[src/rtl/display_scan_ctrl_pkg.sv]
// Shared constants for the multiplexed 7-segment scan controller.
// Segment vectors are active-low with a on bit 0 through g on bit 6.
package display_scan_ctrl_pkg;

  localparam logic [6:0] SEG_OFF = 7'h7F;
  localparam logic [7:0] AN_OFF  = 8'hFF;

  localparam int SEG_A = 0;
  localparam int SEG_B = 1;
  localparam int SEG_C = 2;
  localparam int SEG_D = 3;
  localparam int SEG_E = 4;
  localparam int SEG_F = 5;
  localparam int SEG_G = 6;

  typedef logic [1:0] state_t;
  localparam state_t ST_IDLE  = 2'd0;
  localparam state_t ST_BLANK = 2'd1;
  localparam state_t ST_SHOW  = 2'd2;

endpackage

[src/rtl/hex7_decoder.sv]
// Hex nibble to active-low 7-segment pattern (a = bit 0 .. g = bit 6).
module hex7_decoder
  import display_scan_ctrl_pkg::*;
(
  input  logic [3:0] i_nibble,
  output logic [6:0] o_seg
);

  always_comb begin
    o_seg = SEG_OFF;
    case (i_nibble)
      4'h0: o_seg = 7'h40;
      4'h1: o_seg = 7'h79;
      4'h2: o_seg = 7'h24;
      4'h3: o_seg = 7'h30;
      4'h4: o_seg = 7'h19;
      4'h5: o_seg = 7'h12;
      4'h6: o_seg = 7'h02;
      4'h7: o_seg = 7'h78;
      4'h8: o_seg = 7'h00;
      4'h9: o_seg = 7'h10;
      4'hA: o_seg = 7'h08;
      4'hB: o_seg = 7'h03;
      4'hC: o_seg = 7'h46;
      4'hD: o_seg = 7'h21;
      4'hE: o_seg = 7'h06;
      4'hF: o_seg = 7'h0E;
      default: o_seg = SEG_OFF;
    endcase
  end

endmodule

[src/rtl/display_scan_ctrl.sv]
// Multi-digit common-anode scan controller: blank guard + show per digit slot,
// double-buffered value capture at frame boundaries, one shared hex decoder.
module display_scan_ctrl
  import display_scan_ctrl_pkg::*;
#(
  parameter int DIGITS       = 4,
  parameter int PRESCALE     = 50000,
  parameter int BLANK_CYCLES = 64
) (
  input  logic                  clk,
  input  logic                  rst,
  input  logic                  en,
  input  logic [4*DIGITS-1:0]   value,
  input  logic                  load,
  input  logic [DIGITS-1:0]     dp_in,
  input  logic                  lz_blank,
  output logic [DIGITS-1:0]     an,
  output logic [6:0]            seg,
  output logic                  dp,
  output logic                  frame_done
);

  localparam int CNT_W = $clog2(PRESCALE);
  localparam int IDX_W = $clog2(DIGITS);
  localparam logic [CNT_W-1:0]  BLANK_LAST = CNT_W'(BLANK_CYCLES - 1);
  localparam logic [CNT_W-1:0]  SHOW_LAST  = CNT_W'(PRESCALE - BLANK_CYCLES - 1);
  localparam logic [IDX_W-1:0]  IDX_LAST   = IDX_W'(DIGITS - 1);
  localparam logic [DIGITS-1:0] AN_ALL_OFF = AN_OFF[DIGITS-1:0];

  state_t              r_state;
  logic [CNT_W-1:0]    r_cnt;
  logic [IDX_W-1:0]    r_idx;
  logic [4*DIGITS-1:0] r_active;
  logic [4*DIGITS-1:0] r_pending;
  logic                r_pend_valid;
  logic [DIGITS-1:0]   r_an;
  logic [6:0]          r_seg;
  logic                r_dp;
  logic                r_frame_done;

  state_t              w_state_next;
  logic [CNT_W-1:0]    w_cnt_next;
  logic [IDX_W-1:0]    w_idx_next;
  logic                w_blank_entry;
  logic                w_frame_entry;
  logic [4*DIGITS-1:0] w_active_next;
  logic [3:0]          w_nib [DIGITS];
  logic [DIGITS-1:0]   w_lz;
  logic [6:0]          w_dec_seg;

  always_comb begin
    w_state_next = r_state;
    w_cnt_next   = r_cnt + 1'b1;
    w_idx_next   = r_idx;
    if (!en) begin
      w_state_next = ST_IDLE;
      w_cnt_next   = '0;
      w_idx_next   = '0;
    end else begin
      case (r_state)
        ST_IDLE: begin
          w_state_next = ST_BLANK;
          w_cnt_next   = '0;
        end
        ST_BLANK: begin
          if (r_cnt == BLANK_LAST) begin
            w_state_next = ST_SHOW;
            w_cnt_next   = '0;
          end
        end
        ST_SHOW: begin
          if (r_cnt == SHOW_LAST) begin
            w_state_next = ST_BLANK;
            w_cnt_next   = '0;
            w_idx_next   = (r_idx == IDX_LAST) ? '0 : r_idx + 1'b1;
          end
        end
        default: begin
          w_state_next = ST_IDLE;
          w_cnt_next   = '0;
          w_idx_next   = '0;
        end
      endcase
    end
  end

  // Frame boundary: a same-cycle load bypasses the pending buffer.
  assign w_blank_entry = (w_state_next == ST_BLANK) && (r_state != ST_BLANK);
  assign w_frame_entry = w_blank_entry && (w_idx_next == '0);
  assign w_active_next = !w_frame_entry ? r_active :
                         load           ? value    :
                         r_pend_valid   ? r_pending : r_active;

  genvar gi;
  generate
    for (gi = 0; gi < DIGITS; gi++) begin : g_digit
      assign w_nib[gi] = w_active_next[4*gi +: 4];
      if (gi == 0) begin : g_units
        assign w_lz[gi] = 1'b0;
      end else begin : g_upper
        assign w_lz[gi] = (w_active_next[4*DIGITS-1:4*gi] == '0);
      end
    end
  endgenerate

  hex7_decoder u_dec (
    .i_nibble (w_nib[w_idx_next]),
    .o_seg    (w_dec_seg)
  );

  always_ff @(posedge clk or posedge rst) begin
    if (rst) begin
      r_state      <= ST_IDLE;
      r_cnt        <= '0;
      r_idx        <= '0;
      r_active     <= '0;
      r_pending    <= '0;
      r_pend_valid <= 1'b0;
      r_an         <= AN_ALL_OFF;
      r_seg        <= SEG_OFF;
      r_dp         <= 1'b1;
      r_frame_done <= 1'b0;
    end else begin
      r_state <= w_state_next;
      r_cnt   <= w_cnt_next;
      r_idx   <= w_idx_next;
      if (w_frame_entry) begin
        r_active     <= w_active_next;
        r_pend_valid <= 1'b0;
      end else if (load) begin
        r_pending    <= value;
        r_pend_valid <= 1'b1;
      end
      r_an <= (w_state_next == ST_SHOW) ? ~(DIGITS'(1) << w_idx_next) : AN_ALL_OFF;
      // Segments only change while every anode is off.
      if (w_blank_entry) begin
        r_seg <= (lz_blank && w_lz[w_idx_next]) ? SEG_OFF : w_dec_seg;
        r_dp  <= ~dp_in[w_idx_next];
      end
      r_frame_done <= (w_state_next == ST_SHOW) && (w_cnt_next == SHOW_LAST) &&
                      (w_idx_next == IDX_LAST);
    end
  end

  assign an         = r_an;
  assign seg        = r_seg;
  assign dp         = r_dp;
  assign frame_done = r_frame_done;

endmodule

[config.mk]
export PLATFORM = sky130hd
export DESIGN_NAME = display_scan_ctrl
export DESIGN_NICKNAME = d
export VERILOG_FILES = /design/src/rtl/display_scan_ctrl_pkg.sv /design/src/rtl/hex7_decoder.sv /design/src/rtl/display_scan_ctrl.sv
export SDC_FILE = /design/constraint.sdc
export NUM_CORES = 1
export LEC_CHECK = 0
export ABC_AREA = 1
export CAP_MARGIN = 5
export CORE_UTILIZATION = 45
export CTS_BUF_LIST = sky130_fd_sc_hd__clkbuf_16
export CTS_CLUSTER_SIZE = 20
export DETAILED_ROUTE_END_ITERATION = 7
export HOLD_SLACK_MARGIN = 0.05
export PLACE_DENSITY_LB_ADDON = 0.05
export RECOVER_POWER = 100
export SLEW_MARGIN = 25
export SYNTH_ARGS = -nofsm -noshare
export SYNTH_HDL_FRONTEND = slang
export SYNTH_SLANG_ARGS = --single-unit
[constraint.sdc]
create_clock -name clk -period 3.4 [get_ports clk]
set_clock_uncertainty 0.05 [all_clocks]
set_input_delay 0.85 -clock clk [delete_from_list [all_inputs] [get_ports clk]]
set_output_delay 0.85 -clock clk [all_outputs]
set_load 0.005 [all_outputs]
* Yosys cells after proc, flatten, opt, wreduce, memory -nomap -nowiden *
Memory sizes are Yosys's and may differ from the RTL's.
Cells that the tools add are included.

storage, ports and cells
  register bits after elaboration = 66
  memories kept = 1
  input bits = 25
  ROM bits = 112

memory list
  name             depth  bits a word  read ports  clocked after memory_dff  wr ports  RTL line            source
  (no name shown)  16     7            1           0                         0         hex7_decoder.sv:11  case (i_nibble)

operators by class
  bitwise logic cells = 4
  shift-type cells = 1
  $add $sub $neg = 2
  muxes and demuxes = 26
  reduce and logical (&&, ||, !) cells = 13
  magnitude comparators = 2
  equality and inequality tests = 10

operator list
  kind                                                                    count
  16-bit two-way mux                                                      6
  16-bit equality test, second input constant                             2
  16-bit one-hot mux with 2 select lines                                  1
  16-bit by 1-bit adder with 16-bit output, second input constant         1
  16-bit by 6-bit equality test with 1-bit output, second input constant  1
  12-bit logical NOT                                                      1
  2-bit two-way mux                                                       6
  4-bit two-way mux                                                       3
  4-bit binary-select mux with 2-bit select                               1
  2-bit equality test, second input constant                              4
  8-bit logical NOT                                                       1
  7-bit two-way mux                                                       1
  2-bit one-hot mux with 3 select lines                                   1
  1-bit logical AND                                                       5
  1-bit binary-select mux with 2-bit select                               2
  2-bit by 1-bit equality test with 1-bit output, second input constant   2
  2-bit logical NOT                                                       2
  4-bit logical NOT                                                       1
  1-bit two-way mux                                                       4
  4-bit NOT                                                               1
  2-bit one-hot mux with 2 select lines                                   1
  1-bit by 2-bit << shifter with 4-bit output, first input constant       1
  3-bit greater-or-equal comparator, second input constant                1
  2-bit by 3-bit < comparator with 1-bit output, second input constant    1
  7 further kinds                                                         8

* Depth between registers and ports, before layout *
Gate-level depths: netlist (run 1).

  word-level depth = 13
  mapped depth = 24
  gate-level depth less buffers = 23

* Cells and area by module *
From an unflattened synthesis (run 1), not the netlist that was laid out.

second synthesis, totals
  cell total of the unflattened synthesis = 477
  area, all modules = 3,792.4 um2

modules (own cells, without submodules)
  module             sequential area each (um2)  cells each  area an instance (um2)  instances
  display_scan_ctrl  1,666.6                     428         3,518.4                 1
  hex7_decoder       0.0                         49          274.0                   1

* Least setup slack after synthesis (run 1) *
Ideal clock, no wire load.

  path type = input to register
  start point = in en
  end point = reg r_seg[3], in the netlist seg[3]
  path buffers = 1
  cell stages on the path = 17
  setup slack = 675 ps
  required time = 3,283 ps
  arrival time = 2,608 ps
  setup time = 67 ps
  path through = inv_1 nor2_1 inv_1 a21oi_1 nand2_2 nand2_2 inv_2 buf_4 nand3_1 nand3_1 nand2_1 inv_1 ha_1 nand3b_1 nand3_1 nor2_1 nor2_1

on the way
  cells in the longest elaborated chain, start to end = 10
  elaborated cells between the ends (all ways) = 19

ends and longest elaborated chain
  what                                                                                                         RTL line                                            source
  start, declared                                                                                              display_scan_ctrl.sv:12                             input logic en,
  2-bit two-way mux                                                                                            display_scan_ctrl.sv:55                             if (!en) begin
  2-bit by 1-bit equality test with 1-bit output                                                               display_scan_ctrl.sv:88                             assign w_blank_entry = (w_state_next == ST_BLANK) && (r_state != ST_BLANK);
  1-bit logical AND                                                                                            display_scan_ctrl.sv:88
  1-bit logical AND                                                                                            display_scan_ctrl.sv:89                             assign w_frame_entry = w_blank_entry && (w_idx_next == '0);
  16-bit two-way mux                                                                                           display_scan_ctrl.sv:90                             assign w_active_next = !w_frame_entry ? r_active :
  4-bit binary-select mux with 2-bit select, or another cell as far along                                      display_scan_ctrl.sv:107                            .i_nibble (w_nib[w_idx_next]),
  4-bit two-way mux (implied by the code) / 1-bit binary-select mux with 2-bit select (equally long branches)  display_scan_ctrl.sv:107, display_scan_ctrl.sv:137
  4-bit two-way mux (implied by the code) / 1-bit two-way mux (equally long branches)                          display_scan_ctrl.sv:107, display_scan_ctrl.sv:137
  memory read 16 x 7 bit / 1-bit logical AND (equally long branches)                                           --
  7-bit two-way mux                                                                                            display_scan_ctrl.sv:137                            r_seg <= (lz_blank && w_lz[w_idx_next]) ? SEG_OFF : w_dec_seg;
  end signal, assigned                                                                                         display_scan_ctrl.sv:137
  end, declared                                                                                                display_scan_ctrl.sv:37                             logic [6:0] r_seg;

Parallel ways exist; a longest one is shown, timed or not. The select of a mux whose other input is x is not followed.
A chain may end at the register's enable or synchronous reset.

* Worst setup path in the final report (run 1) *
Ends and elaborated chain as after synthesis.

==> results.md, run 1 <==
* Run status: finished with violations
* Failing checks: capacitance limit, slew limit
* Drt first pass iters at 4
* Synth unique cells at 37
* RSZ-0062 raised after global routing: no
* VDD IR-drop max at ~260 uV
* Crit path top cell by count: nand2_1
* Slew Limit Fails at 67
* Die width at about 95 um
* Post-DRT Antenna Nets at 0
* Via/cell ratio at between 4 and 5
* Post-synth top flop: dfrtp_1
* # setup viols final at 0
* Area after DPL at roughly 0.0044 sq mm
* Vias in the first global route at between 3k and 4k
* Synthesized flop and latch total at 66
* First-pass GRT wire length at approximately 15000 um
* RD Place Congestion at just under 0.9
* Data arrival, critical path at roughly 3300 ps
* CTS tree: built
* Final net count at 594
* IO Count at 38
* Hold Vio Cnt, Final at 0
* Buffers on Ports at 37
* Final worst-path cycle share at 0.912
* CTS resizes at 0
* CP Cell Sequence: clkdlybuf4s50_1 > inv_1 > nor2_1 > inv_1 > a21oi_1 > nand2_2 > nand2_2 > inv_2 > nand2_4 > buf_12 > nand2_1 > nand3_1 > nand3_1 > nand2_1 > o21ai_0 > nand2_1 > nand2_1 > nor2_1 > nor2_1
* Period minus WS final at roughly 3100 ps
* Routed vias at roughly 3.3k
* Share of cells above drive strength 1 at 0.113
* Multi-input gate area at between 0.0015 and 0.002 sq mm
* Pin count of the biggest net entering global routing at between 60 and 70
* Starting Density at 0.468
* Htree depth at 3
* Core area at 0.00826 sq mm
* Worst setup path category: in2reg
* Avg WL per Cell at 12.5 um
* Mapped Area at between 0.003 and 0.004 sq mm
* CP endpoint kind: register
* CTS Hold Bufs at 0
* CTS max path bufs at 2
* Sequential Area at approximately 0.0017 sq mm
* Slew headroom at -0.0838
* Inserted Clock Buffers at 9
* Synth area leaders: dfrtp_1 (35%), nand2_1 (14%), dfstp_2 (8.2%)
* Most common cell after layout, fill and taps aside: nand2_1
* Root buffer cell: clkbuf_16
* Design Area, Final at ~0.0046 sq mm
* Rows at 33
* Antenna fix cells at 0
* Mapped Cells at 511
* Startpoint Class: input port
* Total grt overflow at 0
* Register area share after synthesis at 0.431
* HPWL Detailed at 6290 um
* Pwr Density at 502 mW/mm^2
* Cell taking the most area after synthesis: dfrtp_1
* Sink Count at 66
* Ys async rst share at 1.00
* Syn Nets at approximately 550
* Synth warn at 0
* CP max FO at 21
* DRC viols at 0
* Drt first-iter violations at a little over 100
* Synthesis-to-layout area growth at 19.9%
* Most frequent cells in the layout: nand2_1 (141), inv_1 (62), nor2_1 (54), nand3_1 (54), dfrtp_1 (54)
* Final wirelength at approximately 8400 um
* Post-CTS Setup Bufs at 0
* CP max stage delay at about 480 ps
* Highest Clock Rate at roughly 320 MHz
* Fill cells at 831
* Final Power at between 2 and 2.5 mW
* Leak at around 2.3 nW
* GRT Resource Usage Total at 0.213
* Post-synth top area share at 0.350
* Die Area at approximately 0.0090 sq mm
* Max Cap Viol at 1
* HP Class: reg2reg
* Die Y at 94.6 um
* Worst Tran Pin Value at between 1500 and 2000 ps
* Syn_area_per_cell at about 7.6 sq um
* Critical Path RT at between 3000 and 4000 ps
* Critical path's slowest cell: clkdlybuf4s50_1
* Initial antenna violation count at 0
* Clk Latency, worst-skew pair at around 330 ps
* CTS clk-pin slew, worst paths at ~60 ps
* Number of synthesized flops with an enable pin at 0
==> registers in the layout, indices dropped and copies added, names as in the netlist <==
name          flops
r_pending        16
r_state           2
an                4
dp                1
r_idx             2
r_cnt            16
frame_done        1
r_pend_valid      1
r_active         16
seg               7
==> final timing paths <==
kind,start,to,slack [ps],cells after the start
min,seg[1],seg[1],420,2
max,en,seg[3],300,19
min in group asynchronous,rst,r_pending[9],1480,3
max reg2reg,r_cnt[0],seg[3],410,19
min reg2reg,seg[1],seg[1],420,2
max in group asynchronous,rst,r_state[1],860,3
==> power breakdown <==
part | internal, mW | total, mW | leakage [nW] | switching, mW
Clock | 0.490 | 0.832 | 0.125 | 0.342
Sequential | 0.915 | 0.984 | 0.805 | 0.0694
Combinational | 0.225 | 0.506 | 1.34 | 0.281
==> critical path, delay by kind of cell <==
family	cells	cell delay (ps)
AND/OR/NAND/NOR	12	1360
buffers and inverters	5	850
AO/OA/AOI/OAI	2	250
==> metrics by stage <==
| stage | utilization | hold WS (ps) | TNS (ps) | setup slack [ps] | cells |
|---|---|---|---|---|---|
| floorplan | - | 399 | 0 | 675 | 511 |
| global placement | 0.534 | 413 | -51.5 | -34.6 | 653 |
| detailed placement | 0.534 | 416 | -224 | -75.1 | 653 |
| CTS | 0.567 | 426 | 0 | 246 | 669 |
| global route | 0.561 | 455 | 0 | 15.2 | 669 |
| finish | 0.561 | 422 | 0 | 299 | 669 |
==> area by class of cell <==
type / instances / share of cell area
clock buffer: 9 / 0.0486
clock inverter: 7 / 0.00973
inverter: 67 / 0.0543
multi-input combinational: 364 / 0.396
sequential: 66 / 0.360
tap: 105 / 0.0284
timing repair buffer: 51 / 0.103
==> logic make-up (layout without fill, tap and decap cells) <==
logic type,Yosys count,count (layout),synth area share
simple gates,281,281,0.323
mux,8,8,0.0233
xor+xnor,10,10,0.0227
compound gates,55,55,0.0807
flops,66,66,0.431
buf+inv,81,134,0.0865
fa+ha+maj,10,10,0.0324
==> metal layers <==
layer | GRT usage | up-vias | part of all wire
met5 | 0 | - | 0
met4 | 0.0770 | 0 | 0.011
met3 | 0.0483 | 8 | 0.029
met2 | 0.336 | 48 | 0.46
met1 | 0.287 | 1501 | 0.50
li1 | - | 1714 | -
==> synthesized netlist by cell type (2+ instances only) <==
cell,n
buf_4,4
dfrtp_1,54
nor2_2,5
clkbuf_1,8
nand3b_1,8
mux2_2,8
xor2_1,8
nand3_1,53
dfstp_2,12
nand4_1,2
o21ai_2,3
or2_2,3
ha_1,10
inv_2,6
xnor2_1,2
buf_6,2
nor2_1,52
o21ai_1,3
a31oi_1,2
a21oi_1,7
nand2_1,139
inv_1,60
and2_1,3
nor4_1,2
nand2_2,6
o21ai_0,31
and3_1,3
o211ai_1,6
(Power assumes the default switching activity.)
==> run 2: changes to the inputs <==
- CTS_BUF_LIST: sky130_fd_sc_hd__clkbuf_16 -> unset
- SYNTH_HIERARCHICAL: unset -> 1
==> run 2 against run 1 <==
The flow now finishes without violations; maximum frequency decreased by 1.7%; first-iteration DRC count increased by 42%; sequential share of layout area decreased by 1.9 points; global-route usage increased by 0.86 points; combinational power increased by 27%; register-to-register slack got worse by 170 ps; utilization increased by 3.8 points; sequential power decreased by 1%; die area decreased by 1.8%; count of clock-buffer cells in the layout unchanged; area after synthesis decreased by 1.8%; worst hold slack improved by 31 ps; critical endpoint is now seg[0]; largest cell class unchanged.
==> results.md, run 2 <==
* Mapped Area at 0.00379 sq mm (-1.8%)
* Final worst-path cycle share at 0.928 (+0.0161)
* HP Class: reg2reg
* Synth unique cells at 39 (+5.4%)
* Leak at 2.29 nW (+0.85%)
* Die Area at 0.00880 sq mm (-1.8%)
* Most frequent cells in the layout: nand2_1 (120), inv_1 (57), dfrtp_1 (54), nor2_1 (52), buf_4 (38)
* Synthesized flop and latch total at 66 (unchanged)
* Run status: finished, final reports clean
* Sink Count at 66 (unchanged)
* Hold Path Origin: dp
* CTS Hold Bufs at 0 (unchanged)
* Critical Path RT at 3620 ps (about the same)
* RD Place Congestion at 0.860 (-1.9%)
* IO Count at 38 (unchanged)
* Final core occ at 0.598 (+0.0377)
* Crit path launch: r_cnt[0]
* Rows at 33 (unchanged)
* Period minus WS final at 3160 ps (+54.7 ps)
* Htree depth at 3 (unchanged)
* Buffers on Ports at 37 (unchanged)
* Highest Clock Rate at 317 MHz (-1.7%)
* CP endpoint kind: register
* First-pass GRT wire length at 14900 um (+0.80%)
* Sequential Area at 0.00167 sq mm (unchanged)
* Most frequent cell after synthesis: nand2_1
* Worst setup path category: reg2reg
* Synthesis-to-layout area growth at 29.0%
* Worst Tran Pin Value at 1330 ps (-295 ps)
* Starting Density at 0.464 (-0.00385)
* Data arrival, critical path at 3380 ps (+60 ps)
* Via/cell ratio at 4.96 (+1.5%)
* Die width at 93.8 um (-0.89%)
* Biggest registers after layout: r_active: 16 flops, r_cnt: 16 flops, r_pending: 16 flops
* Area after DPL at 0.00459 sq mm (+4.0%)
* Synth area leaders: dfrtp_1 (36%), nand2_1 (12%), dfstp_2 (8.3%)
* Startpoint Class: register
* Syn_area_per_cell at 7.95 sq um (+5.2%)
* Final wirelength at 8930 um (+6.7%)
* Initial antenna violation count at 0 (unchanged)
* Vias in the first global route at 3196 (-0.65%)
* Top cells by count, synth: nand2_1 (122), nor2_1 (60), inv_1 (59)
* Routed vias at 3319 (+1.5%)
* HPWL Detailed at 6720 um (+6.9%)
* Hold Slack at 453 ps (+30.8 ps)
* Core area at 0.00818 sq mm (-1.0%)
* Final net count at 598 (+0.67%)
* Hold Vio Cnt, Final at 0 (unchanged)
* Drt first pass iters at 4 (unchanged)
* Slew headroom at 0.112 (+0.196)
* CTS clk-pin slew, worst paths at 80 ps (+20 ps)
* GRT Resource Usage Total at 0.222 (+0.00860)
* Pwr Density at 474 mW/mm^2 (-5.4%)
* CP max FO at 7 (-67%)
* Antenna fix cells at 0 (unchanged)
* Setup Total Neg Slack at 0 ps (unchanged)
* Avg WL per Cell at 13.3 um (+6.7%)
* CTS max path bufs at 2 (unchanged)
* CTS tree: built
* VDD IR-drop max at 223 uV (-14%)
* Total grt overflow at 0 (unchanged)
* Most common cell after layout, fill and taps aside: nand2_1
* Clk Latency, worst-skew pair at 350 ps (+20 ps)
* Syn Nets at 515 (-5.7%)
* RSZ-0062 raised after global routing: no
* Number of synthesized flops with an enable pin at 0 (unchanged)
* Pin count of the biggest net entering global routing at 35 (-48%)
* Max Cap Viol at 0 (-1)
* Multi-input gate area at 0.00190 sq mm (+3.7%)
* # setup viols final at 0 (unchanged)
* Root buffer cell: clkbuf_8
* Mapped Cells at 477 (-6.7%)
* Reg2reg start: r_cnt[0]
* Drt first-iter violations at 145 (+42%)
* Die Y at 93.8 um (-0.89%)
* Register area share after synthesis at 0.439 (+0.00797)
* Synth warn at 6 (+6)
* Post-DRT Antenna Nets at 0 (unchanged)
* DRC viols at 0 (unchanged)
* Share of cells above drive strength 1 at 0.232 (+0.119)
* Fill cells at 764 (-8.1%)
* Slew Limit Fails at 0 (-100%)
* Design Area, Final at 0.00489 sq mm (+5.6%)
* Inserted Clock Buffers at 9 (unchanged)
* Cell taking the most area after synthesis: dfrtp_1
* Reg2Reg Setup Slack at 240 ps (-170 ps)
* Ys async rst share at 1.00 (unchanged)
* Post-synth top area share at 0.356 (+0.00646)
* Post-synth top flop: dfrtp_1
## run 2: cell type report
class | count | share of cell area
Clock buffer | 9 | 0.0253
Clock inverter | 6 | 0.0169
Inverter | 61 | 0.0468
Multi-Input combinational cell | 336 | 0.389
Sequential cell | 66 | 0.341
Tap cell | 105 | 0.0269
Timing Repair Buffer | 86 | 0.154
## run 2: final timing paths
check / to / cells past startpoint
min in group asynchronous: r_cnt[1] / 2
worst max register to register: seg[0] / 24
worst min register to register: dp / 2
worst max-delay path: seg[0] / 24
worst min-delay path: dp / 2
max in group asynchronous: r_active[12] / 3
## run 2: kinds of logic after synthesis
logic type / after synthesis / share of synthesized area
XOR/XNOR: 6 / 0.0139
buffers and inverters: 75 / 0.0802
AND/OR/NAND/NOR: 241 / 0.274
flip-flops: 66 / 0.439
adder cells (fa/ha/maj): 13 / 0.0429
AO/OA/AOI/OAI: 60 / 0.102
multiplexers: 16 / 0.0475
## run 2: what timing repair did
| action | CTS | global route |
|---|---|---|
| setup endpoints to repair | 2 | 7 |
| pin swaps | 0 | 7 |
| resized for setup | 1 | 34 |
| buffers inserted | 0 | 3 |
## run 2: per-layer routing
metal,vias up,GRT usage,share of wire
met1,1540,0.276,0.46
li1,1704,-,-
met3,18,0.0316,0.025
met5,-,0,0
met4,0,0.0949,0.022
met2,57,0.383,0.49
## run 2: through the flow
step / total power [mW] / setup WS [ps] / instances
finish: 2.32 / 244 / 669
global route: 2.46 / 3.55 / 669
detailed placement: 1.62 / -339 / 651
CTS: 2.34 / 4.88 / 666
floorplan: 1.35 / 211 / 477
global placement: 1.61 / -254 / 651
## run 2: where the power goes
part | internal (mW) | switching [mW] | leakage, nW
combinational | 0.298 | 0.343 | 1.38
clock | 0.405 | 0.304 | 0.105
sequential | 0.915 | 0.0548 | 0.805
## run 2: worst max-delay path: stages (launching register included)
cell,delay (ps)
dfrtp_1,400
ha_4,170
nand3_4,120
nor2_4,130
nand2_2,110
nand2_1,80
nand2_1,50
nand3_1,100
nand2_1,110
nor2_4,150
nand2_4,110
inv_1,110
o211ai_1,90
o21ai_0,80
inv_1,80
o21ai_2,130
o211ai_1,200
clkbuf_4,190
ha_2,190
inv_1,70
nand2_1,50
nand3_1,70
nand2_1,50
nor2_1,130
a21oi_2,70
